[config.mk]
export PLATFORM = sky130hd
export DESIGN_NAME = axi_mem_arbiter_flat
export DESIGN_NICKNAME = d
export VERILOG_FILES = /design/src/rtl/axi_mem_if_pkg.sv /design/src/rtl/axi_mem_arbiter_if.sv /design/src/rtl/axi_mem_rr_hold.sv /design/src/rtl/axi_mem_arbiter.sv /design/src/flat_wrapper.sv
export SDC_FILE = /design/constraint.sdc
export NUM_CORES = 1
export LEC_CHECK = 0
export ABC_AREA = 1
export BUFFER_PORTS_ARGS = -buffer_cell sky130_fd_sc_hd__buf_2
export CAP_MARGIN = 40
export CORE_AREA = 10 10 115 117
export CTS_CLUSTER_SIZE = 28
export DETAILED_ROUTE_END_ITERATION = 16
export DIE_AREA = 0 0 125 127
export SETUP_SLACK_MARGIN = 0.3
export SYNTH_ARGS = -nofsm -noshare
export SYNTH_HDL_FRONTEND = slang
export SYNTH_SLANG_ARGS = --single-unit
[constraint.sdc]
create_clock -name clk -period 4.6 [get_ports clk]
set_input_delay 0.23 -clock clk [delete_from_list [all_inputs] [get_ports clk]]
set_output_delay 0.23 -clock clk [all_outputs]
set_load 0.03 [all_outputs]
[src/rtl/axi_mem_if_pkg.sv]
// Shared types and memory-port polarity constants for the two-requester memory arbiter.
package axi_mem_if_pkg;

   typedef enum logic [1:0] {
      OWN_NONE = 2'd0,
      OWN_RD   = 2'd1,
      OWN_WR   = 2'd2
   } owner_e;

   // Single-port SRAM strobes are active-low; WEN low selects a write.
   localparam logic CEN_ON    = 1'b0;
   localparam logic CEN_OFF   = 1'b1;
   localparam logic WEN_WRITE = 1'b0;
   localparam logic WEN_READ  = 1'b1;

   localparam int REQ_RD = 0;
   localparam int REQ_WR = 1;

   function automatic owner_e grant_owner(input logic [1:0] gnt);
      owner_e o;
      o = OWN_NONE;
      if (gnt[REQ_RD])      o = OWN_RD;
      else if (gnt[REQ_WR]) o = OWN_WR;
      return o;
   endfunction

endpackage

[src/rtl/axi_mem_arbiter_if.sv]
// Requester and memory-port bundle between the arbiter and its surroundings.
interface axi_mem_arbiter_if #(
   parameter int MEM_ADDR_WIDTH = 13,
   parameter int DATA_WIDTH     = 64,
   parameter int NUMBYTES       = DATA_WIDTH / 8
);
   logic                      rd_valid_i;
   logic [MEM_ADDR_WIDTH-1:0] rd_addr_i;
   logic                      rd_grant_o;
   logic                      rd_rvalid_o;
   logic [DATA_WIDTH-1:0]     rd_rdata_o;

   logic                      wr_valid_i;
   logic [MEM_ADDR_WIDTH-1:0] wr_addr_i;
   logic [DATA_WIDTH-1:0]     wr_data_i;
   logic [NUMBYTES-1:0]       wr_be_i;
   logic                      wr_grant_o;

   logic                      mem_cen_o;
   logic                      mem_wen_o;
   logic [MEM_ADDR_WIDTH-1:0] mem_a_o;
   logic [DATA_WIDTH-1:0]     mem_d_o;
   logic [NUMBYTES-1:0]       mem_be_o;
   logic [DATA_WIDTH-1:0]     mem_q_i;

   modport slave (
      input  rd_valid_i, rd_addr_i, wr_valid_i, wr_addr_i, wr_data_i, wr_be_i, mem_q_i,
      output rd_grant_o, rd_rvalid_o, rd_rdata_o, wr_grant_o,
             mem_cen_o, mem_wen_o, mem_a_o, mem_d_o, mem_be_o
   );

   modport master (
      output rd_valid_i, rd_addr_i, wr_valid_i, wr_addr_i, wr_data_i, wr_be_i, mem_q_i,
      input  rd_grant_o, rd_rvalid_o, rd_rdata_o, wr_grant_o,
             mem_cen_o, mem_wen_o, mem_a_o, mem_d_o, mem_be_o
   );

endinterface

[src/rtl/axi_mem_rr_hold.sv]
// Two-requester arbiter with burst stickiness: the owner keeps the grant under
// contention until it has had MAX_HOLD consecutive grants, then the other side wins.
module axi_mem_rr_hold
   import axi_mem_if_pkg::*;
#(
   parameter int MAX_HOLD = 8
) (
   input  logic       clk,
   input  logic       rst,
   input  logic [1:0] req,
   output logic [1:0] gnt
);

   localparam int               CNT_W    = $clog2(MAX_HOLD) + 1;
   localparam logic [CNT_W-1:0] HOLD_LIM = CNT_W'(MAX_HOLD - 1);

   owner_e           owner_q, owner_d;
   logic [CNT_W-1:0] cnt_q, cnt_d;
   logic             last_wr_q, last_wr_d;
   logic             hold_done;

   assign hold_done = (cnt_q >= HOLD_LIM);

   always_ff @(posedge clk) begin
      if (rst) begin
         owner_q   <= OWN_NONE;
         cnt_q     <= '0;
         last_wr_q <= 1'b1;
      end else begin
         owner_q   <= owner_d;
         cnt_q     <= cnt_d;
         last_wr_q <= last_wr_d;
      end
   end

   always_comb begin
      owner_e gnt_own;
      gnt       = 2'b00;
      owner_d   = owner_q;
      cnt_d     = cnt_q;
      last_wr_d = last_wr_q;

      if (!rst) begin
         case (req)
            2'b01:   gnt = 2'b01;
            2'b10:   gnt = 2'b10;
            2'b11: begin
               case (owner_q)
                  OWN_RD:  gnt = hold_done ? 2'b10 : 2'b01;
                  OWN_WR:  gnt = hold_done ? 2'b01 : 2'b10;
                  default: gnt = last_wr_q ? 2'b01 : 2'b10;
               endcase
            end
            default: gnt = 2'b00;
         endcase
      end

      // Counter saturates so a long uncontended burst cannot wrap back under the limit.
      gnt_own = grant_owner(gnt);
      if (gnt_own == OWN_NONE) begin
         owner_d = OWN_NONE;
         cnt_d   = '0;
      end else begin
         last_wr_d = (gnt_own == OWN_WR);
         if (gnt_own == owner_q) begin
            cnt_d = (cnt_q == '1) ? cnt_q : cnt_q + 1'b1;
         end else begin
            owner_d = gnt_own;
            cnt_d   = '0;
         end
      end
   end

endmodule

[src/rtl/axi_mem_arbiter.sv]
// Shares one single-port memory between a read and a write requester: grant,
// address/data muxing, and one-cycle read-return strobe.
module axi_mem_arbiter
   import axi_mem_if_pkg::*;
#(
   parameter int MEM_ADDR_WIDTH = 13,
   parameter int DATA_WIDTH     = 64,
   parameter int NUMBYTES       = DATA_WIDTH / 8,
   parameter int MAX_HOLD       = 8
) (
   input logic              clk,
   input logic              rst,
   axi_mem_arbiter_if.slave bus
);

   logic [1:0]                gnt;
   logic                      rd_pend_q;
   logic [MEM_ADDR_WIDTH-1:0] mem_a;
   logic [DATA_WIDTH-1:0]     mem_d;
   logic [NUMBYTES-1:0]       mem_be;

   axi_mem_rr_hold #(
      .MAX_HOLD (MAX_HOLD)
   ) u_hold (
      .clk (clk),
      .rst (rst),
      .req ({bus.wr_valid_i, bus.rd_valid_i}),
      .gnt (gnt)
   );

   // Idle cycles present the write port so the address/data bus only toggles with writes.
   always_comb begin
      mem_a  = bus.wr_addr_i;
      mem_d  = bus.wr_data_i;
      mem_be = bus.wr_be_i;
      if (gnt[REQ_RD]) begin
         mem_a  = bus.rd_addr_i;
         mem_be = '1;
      end
   end

   // Memory returns data the cycle after the access; each read grant gets its own strobe.
   always_ff @(posedge clk) begin
      if (rst) rd_pend_q <= 1'b0;
      else     rd_pend_q <= gnt[REQ_RD];
   end

   assign bus.rd_grant_o  = gnt[REQ_RD];
   assign bus.wr_grant_o  = gnt[REQ_WR];
   assign bus.mem_cen_o   = (|gnt) ? CEN_ON : CEN_OFF;
   assign bus.mem_wen_o   = gnt[REQ_WR] ? WEN_WRITE : WEN_READ;
   assign bus.mem_a_o     = mem_a;
   assign bus.mem_d_o     = mem_d;
   assign bus.mem_be_o    = mem_be;
   assign bus.rd_rvalid_o = rd_pend_q;
   assign bus.rd_rdata_o  = bus.mem_q_i;

endmodule

[src/flat_wrapper.sv]
// flat-port wrapper written by rule: the top's interface ports become plain ports
module axi_mem_arbiter_flat import axi_mem_if_pkg::*;
#(
   parameter int MEM_ADDR_WIDTH = 13,
   parameter int DATA_WIDTH     = 64,
   parameter int NUMBYTES       = DATA_WIDTH / 8,
   parameter int MAX_HOLD       = 8
)
  (clk, rst, bus_rd_valid_i, bus_rd_addr_i, bus_wr_valid_i, bus_wr_addr_i, bus_wr_data_i, bus_wr_be_i, bus_mem_q_i, bus_rd_grant_o, bus_rd_rvalid_o, bus_rd_rdata_o, bus_wr_grant_o, bus_mem_cen_o, bus_mem_wen_o, bus_mem_a_o, bus_mem_d_o, bus_mem_be_o);
  axi_mem_arbiter_if #(.MEM_ADDR_WIDTH(MEM_ADDR_WIDTH), .DATA_WIDTH(DATA_WIDTH), .NUMBYTES(NUMBYTES)) bus_i ();
  input logic clk;
  input logic rst;
  input wire logic [$bits(bus_i.rd_valid_i)-1:0] bus_rd_valid_i;
  input wire logic [$bits(bus_i.rd_addr_i)-1:0] bus_rd_addr_i;
  input wire logic [$bits(bus_i.wr_valid_i)-1:0] bus_wr_valid_i;
  input wire logic [$bits(bus_i.wr_addr_i)-1:0] bus_wr_addr_i;
  input wire logic [$bits(bus_i.wr_data_i)-1:0] bus_wr_data_i;
  input wire logic [$bits(bus_i.wr_be_i)-1:0] bus_wr_be_i;
  input wire logic [$bits(bus_i.mem_q_i)-1:0] bus_mem_q_i;
  output wire logic [$bits(bus_i.rd_grant_o)-1:0] bus_rd_grant_o;
  output wire logic [$bits(bus_i.rd_rvalid_o)-1:0] bus_rd_rvalid_o;
  output wire logic [$bits(bus_i.rd_rdata_o)-1:0] bus_rd_rdata_o;
  output wire logic [$bits(bus_i.wr_grant_o)-1:0] bus_wr_grant_o;
  output wire logic [$bits(bus_i.mem_cen_o)-1:0] bus_mem_cen_o;
  output wire logic [$bits(bus_i.mem_wen_o)-1:0] bus_mem_wen_o;
  output wire logic [$bits(bus_i.mem_a_o)-1:0] bus_mem_a_o;
  output wire logic [$bits(bus_i.mem_d_o)-1:0] bus_mem_d_o;
  output wire logic [$bits(bus_i.mem_be_o)-1:0] bus_mem_be_o;
  assign bus_i.rd_valid_i = bus_rd_valid_i;
  assign bus_i.rd_addr_i = bus_rd_addr_i;
  assign bus_i.wr_valid_i = bus_wr_valid_i;
  assign bus_i.wr_addr_i = bus_wr_addr_i;
  assign bus_i.wr_data_i = bus_wr_data_i;
  assign bus_i.wr_be_i = bus_wr_be_i;
  assign bus_i.mem_q_i = bus_mem_q_i;
  assign bus_rd_grant_o = bus_i.rd_grant_o;
  assign bus_rd_rvalid_o = bus_i.rd_rvalid_o;
  assign bus_rd_rdata_o = bus_i.rd_rdata_o;
  assign bus_wr_grant_o = bus_i.wr_grant_o;
  assign bus_mem_cen_o = bus_i.mem_cen_o;
  assign bus_mem_wen_o = bus_i.mem_wen_o;
  assign bus_mem_a_o = bus_i.mem_a_o;
  assign bus_mem_d_o = bus_i.mem_d_o;
  assign bus_mem_be_o = bus_i.mem_be_o;
  axi_mem_arbiter #(.MEM_ADDR_WIDTH(MEM_ADDR_WIDTH), .DATA_WIDTH(DATA_WIDTH), .NUMBYTES(NUMBYTES), .MAX_HOLD(MAX_HOLD)) u_core (.clk(clk), .rst(rst), .bus(bus_i));
endmodule
==> Flow_metrics.wiki <==
{| class="wikitable"
! Metric !! Value
|-
| Biggest area contributors in the synthesized netlist || sky130_fd_sc_hd__buf_4 (59%), sky130_fd_sc_hd__nand2_1 (12%), sky130_fd_sc_hd__dfxtp_1 (9.7%)
|-
| I/O pins || 320
|-
| Total Neg Setup Slack || 0 ns
|-
| Clock power frac || 41.6%
|-
| Switching Fraction || 35.09%
|-
| Antenna cell count || 0
|-
| Root Buffer Master || sky130_fd_sc_hd__clkbuf_16
|-
| Area taken by multi-input logic gates || 436.7 um2
|-
| DRT antenna net count || 0
|-
| # rows || 39
|-
| Worst reg2reg path startpoint || u_core.u_hold.owner_q[0]$_SDFFE_PP0P_
|-
| Power density over cell area || 285.5 nW/um2
|-
| Synth top cells by count || sky130_fd_sc_hd__buf_4 (129), sky130_fd_sc_hd__nand2_1 (51), sky130_fd_sc_hd__inv_1 (13)
|-
| First-pass GRT wire length || 6955 um
|-
| Full die area || 15880 um2
|-
| Data required time of the worst path || 4.37 ns
|-
| Logic gate share of total power || 36.4%
|-
| Clock latency on the worst-skew pair || 0.23 ns
|-
| Maximum fanout along the worst path || 22
|-
| Placeable core region || 11130 um2
|-
| Starting DRT DRC Count || 21
|-
| Max transition margin || 82.59%
|-
| Cell Area, Placed || 1150 um2
|-
| Cells after synthesis || 241
|-
| Share of layout cells above drive strength 1 || 43.75%
|-
| Max IR drop VDD || 67.82 uV
|-
| Top flip-flop cell by instance count after synthesis || sky130_fd_sc_hd__dfxtp_1
|-
| Portion of total power attributed to sequential cells || 21.9%
|-
| Wirelength per Cell || 15.39 um
|-
| Synth Cell Area || 1647 um2
|-
| First-pass iteration count of the detailed router || 4
|-
| Number of cell instances on the worst register-to-register path || 10
|-
| Setup Skew || 0.004373 ns
|-
| Total stage count of the critical path || 10
|-
| Critical Path, Cell by Cell || inv_1, ha_1, inv_1, nand3_2, nand2_2, nand3_4, inv_4, nand2_1, nand2_1, buf_2
|-
| Synthesized area per cell || 6.832 um2
|-
| Storage cell area || 160.2 um2
|-
| Outcome || completed
|-
| Post-layout min period || 2.344 ns
|-
| Sw Pwr || 122.7 uW
|-
| Endpoint of the most critical setup path || bus_mem_a_o[1]
|-
| Vias per cell || 3.335
|-
| Effective utilization at floorplan || 14.80%
|-
| Count of buffers added by post-CTS timing repair for setup || 0
|-
| Maximum buffer depth of the clock tree || 2
|-
| Die width || 125 um
|-
| TritonCTS clock tree || done
|-
| Maximum operating frequency || 426.6 MHz
|-
| Standby leakage power || 0.6759 nW
|-
| Clock-pin transition on the worst setup and hold timing paths || 0.04 ns
|-
| Worst path arrival time || 2.11 ns
|-
| Die height || 127 um
|-
| Top cell type by total area after synthesis || sky130_fd_sc_hd__buf_4
|-
| Cts repair resizes || 0
|-
| Routability Congestion || 0.7063
|-
| Layout overhead on the synthesized area || -25.61%
|-
| Setup crit start || u_core.u_hold.owner_q[0]$_SDFFE_PP0P_
|-
| CP endpoint kind || output port
|-
| Post-route DRC || 0
|-
| R2r setup slk || 2.95 ns
|-
| Clock buffers created by TritonCTS || 3
|-
| Critical path buffers and inverters || 4
|-
| Total number of yosys warnings || 0
|-
| Setup repair after global routing missed its margin || false
|-
| Share of the clock period used by the worst path after layout || 50.96%
|-
| GRT Util Overall || 5.628%
|-
| Count of fill cells added during filler insertion || 1329
|-
| Path class of the lowest-slack min-delay path || input pin to flop
|-
| Quantity of I/O buffers inserted on ports || 63
|-
| Top-area cell type share of the netlist area || 58.81%
|-
| Vias || 1064
|-
| Flip-flop and latch count after synthesis || 8
|-
| Final setup violation count || 0
|-
| Largest stage delay on the critical path || 0.35 ns
|-
| Max-capacitance violation count || 0
|-
| Number of distinct library cell variants in the gate-level netlist after synthesis || 22
|-
| Antenna violations before repair || 0
|-
| Family with the most delay on the worst path || buffers and inverters
|-
| Count of nets after finishing || 347
|-
| Routed wire length || 4909 um
|-
| Transition time at the pin with the least slew margin || 0.2611 ns
|-
| Overflow left after global routing || 0
|-
| Number of nets in the synthesized netlist || 410
|-
| Number of synthesized flops with an enable pin || 0
|-
| Maximum number of pins on one net before global-route repair || 23
|-
| Number of global-route vias before repair || 1190
|-
| Number of buffers inserted by hold repair at cts || 0
|-
| Final-report max-slew violation count || 0
|-
| Share of async-settable or async-resettable flops after synthesis || 0%
|-
| Fraction of the yosys area taken by sequential cells || 9.726%
|-
| Cell with the most instances after synthesis || sky130_fd_sc_hd__buf_4
|-
| Destination of the worst register-to-register timing path || u_core.u_hold.cnt_q[2]$_SDFFE_PP0P_
|-
| Internal || 227.0 uW
|-
| Number of levels in the clock H-tree || 1
|-
| Type of the setup path with the least slack || flop to output port
|-
| Final hold violation count || 0
|-
| Final non-filler cell area || 1225 um2
|-
| Slowest-stage cell, CP || sky130_fd_sc_hd__dfxtp_1
|-
| Number of sinks handled by clock tree synthesis || 8
|-
| CP Launch Type || flop
|-
| Placed wire-length estimate after detailed placement || 4217 um
|}
-- tightest hold or removal path, delay by kind of cell --
| family | cells | cell delay [ns] |
|---|---|---|
| AOI/OAI and AO/OA | 1 | 0.07 |
| buffers and inverters | 2 | 0.14 |
-- per-layer routing --
metal  global-route usage, %  vias up  share of wire, %
li1                        -      469                 -
met4                   8.198        0                12
met2                   6.881      121                38
met5                       0        -                 0
met3                   3.805       71                17
met1                   5.237      403                33
-- final cells by class --
class	count	area share (%)
sequential	8	13.07
inverter	15	4.801
tap	143	14.61
clock buffer	3	6.129
multi-input combinational	87	35.65
timing repair buffer	63	25.74
-- worst min-delay path by stage --
stage / start / to / slack (ns) / cells after the start
2_1_floorplan: rst / u_core.u_hold.last_wr_q$_SDFFE_PP1N_ / 0.35 / 2
3_3_place_gp: bus_wr_data_i[12] / bus_mem_d_o[12] / 0.46 / 0
3_5_place_dp: bus_wr_data_i[12] / bus_mem_d_o[12] / 0.46 / 0
4_1_cts: rst / u_core.u_hold.last_wr_q$_SDFFE_PP1N_ / 0.23 / 3
5_1_grt: rst / u_core.u_hold.last_wr_q$_SDFFE_PP1N_ / 0.26 / 3
6_report: rst / u_core.u_hold.last_wr_q$_SDFFE_PP1N_ / 0.23 / 3
-- through the flow --
step | hold slack (ns) | instances | power (mW) | utilization [%] | setup slack, ns
after floorplan | 0.3481 | 241 | 0.3703 | - | 2.800
after global placement | 0.4602 | 316 | 0.2072 | 10.34 | 2.482
after detailed placement | 0.4602 | 316 | 0.2072 | 10.34 | 2.456
after CTS | 0.2348 | 319 | 0.3551 | 11.01 | 2.198
after global routing | 0.2571 | 319 | 0.3738 | 11.01 | 2.028
final | 0.2329 | 319 | 0.3497 | 11.01 | 2.256
-- power by group through the flow --
stage               combinational (mW)  clock (mW)  sequential [mW]
global placement                 0.130           0           0.0776
detailed placement               0.129           0           0.0777
global route                     0.141       0.155           0.0773
floorplan                        0.292           0           0.0785
finish                           0.127       0.146           0.0766
CTS                              0.130       0.148           0.0767
-- flip-flops by register name, indices dropped and copies added, names as in the netlist --
register and cells:
u_core.u_hold.cnt_q 4, u_core.u_hold.owner_q 2, u_core.bus.rd_rvalid_o 1, u_core.u_hold.last_wr_q 1
-- cell usage in the layout (no fill, tap or decap) --
cell type | synthesis | routed
sky130_fd_sc_hd__nand4_1 | 1 | 1
sky130_fd_sc_hd__or2_2 | 3 | 3
sky130_fd_sc_hd__o21ai_0 | 1 | 1
sky130_fd_sc_hd__inv_2 | 1 | 1
sky130_fd_sc_hd__clkbuf_16 | 0 | 3
sky130_fd_sc_hd__nand3_2 | 1 | 1
sky130_fd_sc_hd__inv_4 | 1 | 1
sky130_fd_sc_hd__mux2i_1 | 1 | 1
sky130_fd_sc_hd__xnor2_1 | 1 | 1
sky130_fd_sc_hd__nand2_1 | 51 | 51
sky130_fd_sc_hd__inv_1 | 13 | 13
sky130_fd_sc_hd__buf_2 | 0 | 63
sky130_fd_sc_hd__nand2_2 | 4 | 4
sky130_fd_sc_hd__dfxtp_1 | 8 | 8
sky130_fd_sc_hd__nand3b_1 | 1 | 1
sky130_fd_sc_hd__a21oi_1 | 3 | 3
sky130_fd_sc_hd__nor2_1 | 5 | 5
sky130_fd_sc_hd__or2_1 | 6 | 6
sky130_fd_sc_hd__nand3_1 | 4 | 4
sky130_fd_sc_hd__ha_1 | 3 | 3
sky130_fd_sc_hd__nand3_4 | 1 | 1
sky130_fd_sc_hd__o31ai_1 | 1 | 1
-- cell families (layout without fill, tap and decap cells) --
logic type      Yosys count  after routing  share of synthesized area (%)
flops                     8              8                          9.726
simple gates             77             77                          21.43
mux                       1              1                         0.6079
xor+xnor                  1              1                         0.5320
buf+inv                 146             81                          63.75
compound gates            5              5                          1.671
fa+ha+maj                 3              3                          2.280
No activity file was read; power rests on OpenSTA's default activity.
